==> config.mk <==
export PLATFORM = sky130hd
export DESIGN_NAME = aes_ctr_ctrl
export DESIGN_NICKNAME = d
export VERILOG_FILES = /design/src/rtl/aes_ctr_ctrl.sv
export SDC_FILE = /design/constraint.sdc
export NUM_CORES = 1
export LEC_CHECK = 0
export CORE_AREA = 8 8 453 455
export CTS_CLUSTER_SIZE = 24
export DETAILED_ROUTE_END_ITERATION = 10
export DIE_AREA = 0 0 461 463
export DONT_BUFFER_PORTS = 1
export RECOVER_POWER = 100
export SLEW_MARGIN = 10
export SYNTH_ARGS = -nofsm -noshare
export SYNTH_HDL_FRONTEND = slang
export SYNTH_SLANG_ARGS = --single-unit
==> constraint.sdc <==
create_clock -name clk -period 4.35 [get_ports clk]
set_input_delay 0.6525 -clock clk [delete_from_list [all_inputs] [get_ports clk]]
set_output_delay 0.6525 -clock clk [all_outputs]
set_load 0.03 [all_outputs]
==> src/rtl/aes_ctr_ctrl.sv <==
// ---------------------------------------------------------------------------
// aes_ctr_ctrl
//   Sequencer that drives one aes_core instance in CTR mode for a streaming
//   data path. It loads the AES-256 key and initial counter block, strobes
//   the core, XORs each keystream block with one input block and presents
//   the result on a valid/ready output. After each block it increments the
//   low CTR_W bits of the counter block.
//
// Handshakes: a transfer happens on a rising clk edge where valid and ready
//   are both 1. A source holds valid and data stable until that edge. The
//   sink may raise or lower ready at any time. s_ready is combinational.
//   m_valid/m_data are registered and held until m_ready.
//
// Ports
//   clk, rst            clock, synchronous active-high reset
//   cfg_key/iv/load     key + initial counter block, strobe to load them
//   key_ready           key expanded, stream accepted
//   ctr_wrap            sticky: counter field wrapped, stream blocked
//   err_timeout         sticky: core did not respond within TIMEOUT cycles
//   s_data/valid/ready  input block stream
//   m_data/valid/ready  output block stream (s_data ^ keystream)
//   core_*              connection to aes_core
//   dbg_state           current FSM state, for observation only
// ---------------------------------------------------------------------------
module aes_ctr_ctrl #(
    parameter int CTR_W   = 32,
    parameter int TIMEOUT = 127
) (
    input  logic         clk,
    input  logic         rst,
    input  logic [255:0] cfg_key,
    input  logic [127:0] cfg_iv,
    input  logic         cfg_load,
    output logic         key_ready,
    output logic         ctr_wrap,
    output logic         err_timeout,
    input  logic [127:0] s_data,
    input  logic         s_valid,
    output logic         s_ready,
    output logic [127:0] m_data,
    output logic         m_valid,
    input  logic         m_ready,
    output logic [255:0] core_key,
    output logic         core_key_valid,
    output logic [127:0] core_plaintext,
    output logic         core_encrypt_start,
    output logic         core_clear,
    input  logic         core_ready,
    input  logic         core_done,
    input  logic [127:0] core_ciphertext,
    output logic [2:0]   dbg_state
);

    localparam logic [2:0] S_IDLE    = 3'd0;
    localparam logic [2:0] S_KEYLOAD = 3'd1;
    localparam logic [2:0] S_KEYWAIT = 3'd2;
    localparam logic [2:0] S_WAIT_IN = 3'd3;
    localparam logic [2:0] S_RUN     = 3'd4;
    localparam logic [2:0] S_OUT     = 3'd5;

    localparam int             TW       = $clog2(TIMEOUT + 1);
    localparam logic [TW-1:0]  TMO_LAST = TW'(TIMEOUT - 1);

    logic [2:0]    state;
    logic [TW-1:0] tmo_cnt;
    logic [127:0]  ctr;
    logic [127:0]  ctr_next;
    logic [127:0]  data_q;
    logic          load_ok;

    // A load is only taken while nothing is in flight.
    assign load_ok = cfg_load && (state == S_IDLE || state == S_WAIT_IN);

    // cfg_load takes priority over an input block in the same cycle.
    assign s_ready = (state == S_WAIT_IN) && core_ready && !ctr_wrap &&
                     !err_timeout && !cfg_load;

    // Only the low CTR_W bits count; the nonce part above is left untouched.
    always_comb begin
        ctr_next              = ctr;
        ctr_next[CTR_W-1:0]   = ctr[CTR_W-1:0] + 1'b1;
    end

    assign core_plaintext = ctr;
    assign dbg_state      = state;

    always_ff @(posedge clk) begin
        if (rst) begin
            state              <= S_IDLE;
            tmo_cnt            <= '0;
            ctr                <= '0;
            data_q             <= '0;
            key_ready          <= 1'b0;
            ctr_wrap           <= 1'b0;
            err_timeout        <= 1'b0;
            m_data             <= '0;
            m_valid            <= 1'b0;
            core_key           <= '0;
            core_key_valid     <= 1'b0;
            core_encrypt_start <= 1'b0;
            core_clear         <= 1'b0;
        end else begin
            core_key_valid     <= 1'b0;
            core_encrypt_start <= 1'b0;
            core_clear         <= 1'b0;

            if (load_ok) begin
                core_key       <= cfg_key;
                ctr            <= cfg_iv;
                ctr_wrap       <= 1'b0;
                err_timeout    <= 1'b0;
                key_ready      <= 1'b0;
                core_key_valid <= 1'b1;
                state          <= S_KEYLOAD;
            end else begin
                case (state)
                    S_IDLE: ;
                    S_KEYLOAD: begin
                        tmo_cnt <= '0;
                        state   <= S_KEYWAIT;
                    end
                    S_KEYWAIT: begin
                        if (core_ready) begin
                            key_ready <= 1'b1;
                            state     <= S_WAIT_IN;
                        end else if (tmo_cnt == TMO_LAST) begin
                            err_timeout <= 1'b1;
                            key_ready   <= 1'b0;
                            core_clear  <= 1'b1;
                            state       <= S_IDLE;
                        end else begin
                            tmo_cnt <= tmo_cnt + 1'b1;
                        end
                    end
                    S_WAIT_IN: begin
                        if (s_valid && s_ready) begin
                            data_q             <= s_data;
                            core_encrypt_start <= 1'b1;
                            tmo_cnt            <= '0;
                            state              <= S_RUN;
                        end
                    end
                    S_RUN: begin
                        if (core_done) begin
                            m_data     <= core_ciphertext ^ data_q;
                            m_valid    <= 1'b1;
                            core_clear <= 1'b1;
                            ctr        <= ctr_next;
                            // The block just finished is still delivered;
                            // only further input is blocked.
                            if (&ctr[CTR_W-1:0])
                                ctr_wrap <= 1'b1;
                            state      <= S_OUT;
                        end else if (tmo_cnt == TMO_LAST) begin
                            err_timeout <= 1'b1;
                            key_ready   <= 1'b0;
                            core_clear  <= 1'b1;
                            state       <= S_IDLE;
                        end else begin
                            tmo_cnt <= tmo_cnt + 1'b1;
                        end
                    end
                    S_OUT: begin
                        if (m_ready) begin
                            m_valid <= 1'b0;
                            state   <= S_WAIT_IN;
                        end
                    end
                    default: state <= S_IDLE;
                endcase
            end
        end
    end

endmodule
# Word-level counts from Yosys, hierarchy flattened
# Index checks and enable logic that the tools add are counted.
[op_classes]
n_addsub = 2
n_eq_ne = 14
mux = 32
bitwise_logic = 4
n_reduce_logical = 28
[ops]
columns = ["cell", "n"]
rows = [
  ["2-to-1 mux 128 bit", 1],
  ["bitwise XOR 128 bit", 1],
  ["2-to-1 mux 32 bit", 2],
  ["AND reduction 34 bit", 1],
  ["adder 32 x 1 -> 32 bit (second input constant)", 1],
  ["2-to-1 mux 7 bit", 4],
  ["case mux 7 bit (4 select lines)", 1],
  ["case mux 3 bit (6 select lines)", 1],
  ["2-to-1 mux 3 bit", 5],
  ["AND reduction 3 bit", 5],
  ["2-to-1 mux 1 bit", 14],
  ["inequality test 2 bit (second input constant)", 5],
  ["case mux 1 bit (2 select lines)", 4],
  ["nonzero test 2 bit", 4],
  ["adder 7 x 1 -> 7 bit (second input constant)", 1],
  ["equality test 7 bit (second input constant)", 1],
  ["equality test 3 x 2 -> 1 bit (second input constant)", 2],
  ["equality test 3 bit (second input constant)", 2],
  ["logical AND 1 bit", 6],
  ["AND reduction 5 bit", 1],
  ["AND reduction 2 bit", 2],
  ["AND reduction 4 bit", 1],
  ["nonzero test 4 bit", 1],
  ["equality test 3 x 1 -> 1 bit (second input constant)", 1],
  ["other kinds (9)", 13],
]
[totals]
ff_bits = 657
input_bits = 647
out_inout_bits = 523
word_cells = 95

# Logic depth before layout (Yosys ltp)
[logic_depth]
word_depth = 9
mapped_depth = 8
ltp_nobuf = 6

# Least setup slack after synthesis
# OpenSTA, ideal clock, no wires.
[synth_path]
path_type = "flip-flop to flip-flop"
startpoint = "reg ctr[0], in the netlist core_plaintext[0]"
endpoint = "reg ctr[24], in the netlist core_plaintext[24]"
setup_time_ns = 0.074
t_arrival_ns = 2.050
required_ns = 4.276
setup_slack_ns = 2.226
path_stages_with_launch = 8
n_path_buf = 1
synth_period_minus_slack_ns = 2.124
cell_sequence = "dfxtp_1 -> ha_1 -> nand3_1 -> nor4_1 -> buf_2 -> nand3_1 -> or3_1 -> a31oi_1"
[synth_via]
elab_chain_len = 4
[synth_lines]
columns = ["element", "line", "source"]
rows = [
  ["start, declared", "66", "logic [127:0] ctr;"],
  ["start signal, assigned", "109", "ctr <= cfg_iv;"],
  ["start signal, assigned", "148", "ctr <= ctr_next;"],
  ["adder 32 x 1 -> 32 bit", "81", "ctr_next[CTR_W-1:0] = ctr[CTR_W-1:0] + 1'b1;"],
  ["2-to-1 mux 32 bit", "144", "if (core_done) begin"],
  ["2-to-1 mux 32 bit", "116", "case (state)"],
  ["2-to-1 mux 128 bit", "107", "if (load_ok) begin"],
]
# No other way between the ends. The select of a mux whose other input is x is not followed.
# A chain may end at the register's enable or synchronous reset.

# Worst setup path after layout
[layout_path]
startpoint = "reg state[0], in the netlist dbg_state[0]"
endpoint = "reg ctr[31], in the netlist core_plaintext[31]"
[layout_via]
elab_chain_len = 5
elab_cells_between_ends = 9
classes_between = "eq/ne: 2; mux: 1; reduce/logical: 6"
[layout_lines]
columns = ["element", "line", "source"]
rows = [
  ["start, declared", "64", "logic [2:0] state;"],
  ["start signal, assigned", "89", "state <= S_IDLE;"],
  ["start signal, assigned", "114", "state <= S_KEYLOAD;"],
  ["start signal, assigned", "120", "state <= S_KEYWAIT;"],
  ["equality test 3 x 2 -> 1 bit / zero test 3 bit (equally long branches)", "72", "assign load_ok = cfg_load && (state == S_IDLE || state == S_WAIT_IN);"],
  ["logical OR 1 bit", "72", ""],
  ["logical AND 1 bit", "72", ""],
  ["nonzero test 2 bit (no line)", "-", ""],
  ["AND reduction 2 bit (no line)", "-", ""],
]
# Several ways; a longest one is shown, not always the timed one. The select of a mux whose other input is x is not followed.

==> impl_metrics.csv <==
group,metric,value,unit
grt,grt_antenna_before_repair,76,
cts,htree_levels,3,
route,viasPerCell,3.81,
route,num_vias,22100,
timing,setup_viol,0,
timing,period_share,0.839,
floorplan,fp-row-count,164,
timing,skew,0.0331,ns
setup_path,path_class,"register to register",
min_path,hold_path_end,"data_q[53]$_SDFFE_PP0P_",
synth,syn-num-nets,3643,
timing,finalMaxSlewViolations,437,
synth,ys.flop_type,"dfxtp_1",
floorplan,core-area,198000,µm²
setup_path,worstPathArrival,4.17,ns
setup_path,rrSetupSlack,0.70,ns
timing,min_period,3.65,ns
timing,grt_setup_unrepaired,"false",
synth,yosys-top-cells-area,"dfxtp_1 (54%), nand2_1 (15%), a21oi_1 (11%)",
timing,finalHoldViolations,0,
cts,clkLatencyLatePin,0.70,ns
placed_design,pre_cts_ws,1.52,ns
grt,track_usage,0.130,
synth,yosys.area.top_type_share,0.539,
timing,worst_pin_slew,1.93,ns
timing,fmax,0.274,GHz
setup_path,startpoint_type,"register",
cts,numClockSinks,657,
timing,whs,0.0949,ns
setup_path,ff2ff_path_depth,8,
setup_path,cp-end-kind,"register",
min_path,whs_path_depth,2,
finish,layout.cells.non_filler,5812,
finish,multiInputGateArea,10300,µm²
cts,clock_path_buffers,3,
power_and_ir_drop,report.power.total,15.2,mW
outcome,status,"finished, violations left",
route,drt_pass1_iterations,6,
finish,utilization,0.160,
grt,grt_pass1_vias,21400,
synth,synth-seq-cells,657,
floorplan,boundaryPins,1170,
power_and_ir_drop,pwr_density_cell,480,nW/µm²
route,wl,147000,µm
timing,finalSetupTns,0,ns
timing,slew_headroom,-0.287,
setup_path,crit_fanout,82,
outcome,violations,"capacitance limit, slew limit",
synth,yosys-top-cells-count,"nand2_1 (993), dfxtp_1 (657), a21oi_1 (514)",
synth,async_reset_ff_frac,0,
synth,synth.cell_area,24400,µm²
grt,overflow,0,
grt,grt_max_degree,653,
route,ant_nets,0,
synth,synth-edff-count,0,
cts,tritoncts,"yes",
synth,ys_warn_count,0,
cts,postCtsSetupRepairBufs,0,
route,wl_per_cell,25.4,µm
synth,synth.most_common_cell,"nand2_1",
flow_run,cap_violations,2,
route,drt_iter0_markers,1844,
placed_design,dp_cells,5446,
setup_path,required,4.87,ns
synth,ys_seq_area_frac,0.539,
synth,synthCells,2993,
placed_design,hpwlAfterDp,119000,µm
floorplan,die_x,461,µm
finish,fin_nets,3717,
power_and_ir_drop,p_leak,9.99,nW
finish,drive_gt1_frac,0.0515,
route,drc,0,
finish,n_fill_cell,22300,
power_and_ir_drop,ir_worst_vdd,0.267,mV
floorplan,dieArea,213000,µm²
floorplan,initial_core_util,0.123,
setup_path,r2r_start,"dbg_state[0]$_SDFFE_PP0P_",
synth,yosysUniqueCellTypes,55,
timing,fin_ws,0.700,ns
placed_design,io_buffers,0,
synth,syn_avg_cell_area,8.16,µm²
min_path,hold_class,"input port to register",
cts,cts_buffers,78,
finish,regArea,13200,µm²
floorplan,dieHeight,463,µm
finish,area_growth,30.0,%
placed_design,gp_congestion,0.917,
placed_design,post_dp_cell_area,27200,µm²
cts,cts_root_buffer,"clkbuf_16",
synth,synth_top_area_cell,"dfxtp_1",
grt,grt_pass1_wl,191000,µm
setup_path,r2r_end,"core_plaintext[31]$_SDFFE_PP0P_",
cts,path_clk_slew,0.06,ns
min_path,min-delay-start,"s_data[53]",
finish,fin_area,31700,µm²
worst max-delay path by stage:
| stage | from | end | depth (start not counted) | slack (ns) |
|---|---|---|---|---|
| detailed placement | dbg_state[1]$_SDFFE_PP0P_ | core_key[194]$_SDFFE_PP0N_ | 6 | 1.52 |
| global route | dbg_state[0]$_SDFFE_PP0P_ | m_data[20]$_SDFFE_PP0P_ | 5 | 0.56 |
| global placement | dbg_state[1]$_SDFFE_PP0P_ | core_key[206]$_SDFFE_PP0N_ | 6 | 1.59 |
| floorplan | core_plaintext[0]$_SDFFE_PP0P_ | core_plaintext[24]$_SDFFE_PP0P_ | 7 | 2.23 |
| CTS | dbg_state[1]$_SDFFE_PP0P_ | s_ready | 2 | 0.98 |
| finish | dbg_state[0]$_SDFFE_PP0P_ | core_plaintext[31]$_SDFFE_PP0P_ | 8 | 0.70 |
registers in the layout, indices dropped and copies added, names as in the netlist:
| signal | count |
|---|---|
| core_key | 256 |
| core_plaintext | 128 |
| data_q | 128 |
| m_data | 128 |
| tmo_cnt | 7 |
| dbg_state | 3 |
| core_clear | 1 |
| core_encrypt_start | 1 |
| core_key_valid | 1 |
| ctr_wrap | 1 |
| err_timeout | 1 |
| key_ready | 1 |
| m_valid | 1 |
power breakdown:
group          total (mW)  internal (mW)  switching [mW]
registers            7.33           6.33           0.998
logic                1.15          0.454           0.696
clock network        6.76           3.83            2.93
total                15.2           10.6            4.62
placed cells by master (no fill, tap or decap), types with 4 or more instances in the layout:
cell             n
clkinv_2         6
nor4_1           6
a22oi_1         10
dlygate4sd3_1  197
and3_1           6
a31oi_1         16
a32oi_1          5
o22ai_1          4
buf_12           9
a211oi_1       132
clkinv_4         5
o21ai_0         14
o211ai_1         5
and4_1           6
dfxtp_1        657
o31ai_1          7
clkbuf_1        18
nor3_1          11
clkbuf_16       80
or3_1            6
inv_6            5
nor2_1         152
nand2b_1         5
nand4_1         14
nand3_1         15
diode_2         28
inv_1            7
clkinvlp_4       7
a21oi_1        514
nand2_1        993
clkbuf_8        13
or4_1            9
xnor2_1        131
buf_4            7
repair_timing:
| action | CTS | global route |
|---|---|---|
| endpoints found under the hold margin | 196 | 3 |
| resized for setup | 0 | 0 |
| hold buffers | 196 | 1 |
cell type report:
cell class                 count  area share
clock buffer                 108      0.0705
multi-input combinational   2102       0.325
inverter                       7    0.000828
sequential                   657       0.414
timing repair buffer         221      0.0708
clock inverter                33      0.0119
tap                         2656       0.105
antenna                       28     0.00221
cells by family (layout without fill, tap and decap cells):
kind of cell / count (synthesis) / count (layout) / synth area share
adders and majority gates: 3 / 3 / 0.00154
other: 0 / 28 / 0
AOI/OAI and AO/OA: 718 / 718 / 0.167
and+or+nand+nor: 1242 / 1242 / 0.203
xor gates and xnor gates: 133 / 133 / 0.0477
DFF: 657 / 657 / 0.539
muxes: 6 / 6 / 0.00261
buffers and inverters: 234 / 369 / 0.0396
worst max-delay path: stages (launching register included):
cell and delay, ns:
dfxtp_1 0.32, clkbuf_1 0.82, xor2_1 0.20, nor3b_1 0.64, buf_12 0.41, nor2_1 0.19, clkbuf_1 0.42, a222oi_1 0.36
a21oi_1 0.11
metal layers:
layer	global-route usage	up-vias	share of wire
met4	0.0612	28	0.042
li1	-	10100	-
met3	0.0893	262	0.17
met1	0.126	10300	0.32
met2	0.210	1400	0.46
met5	0	-	0.0013
Power figures use the tool's default switching activity.
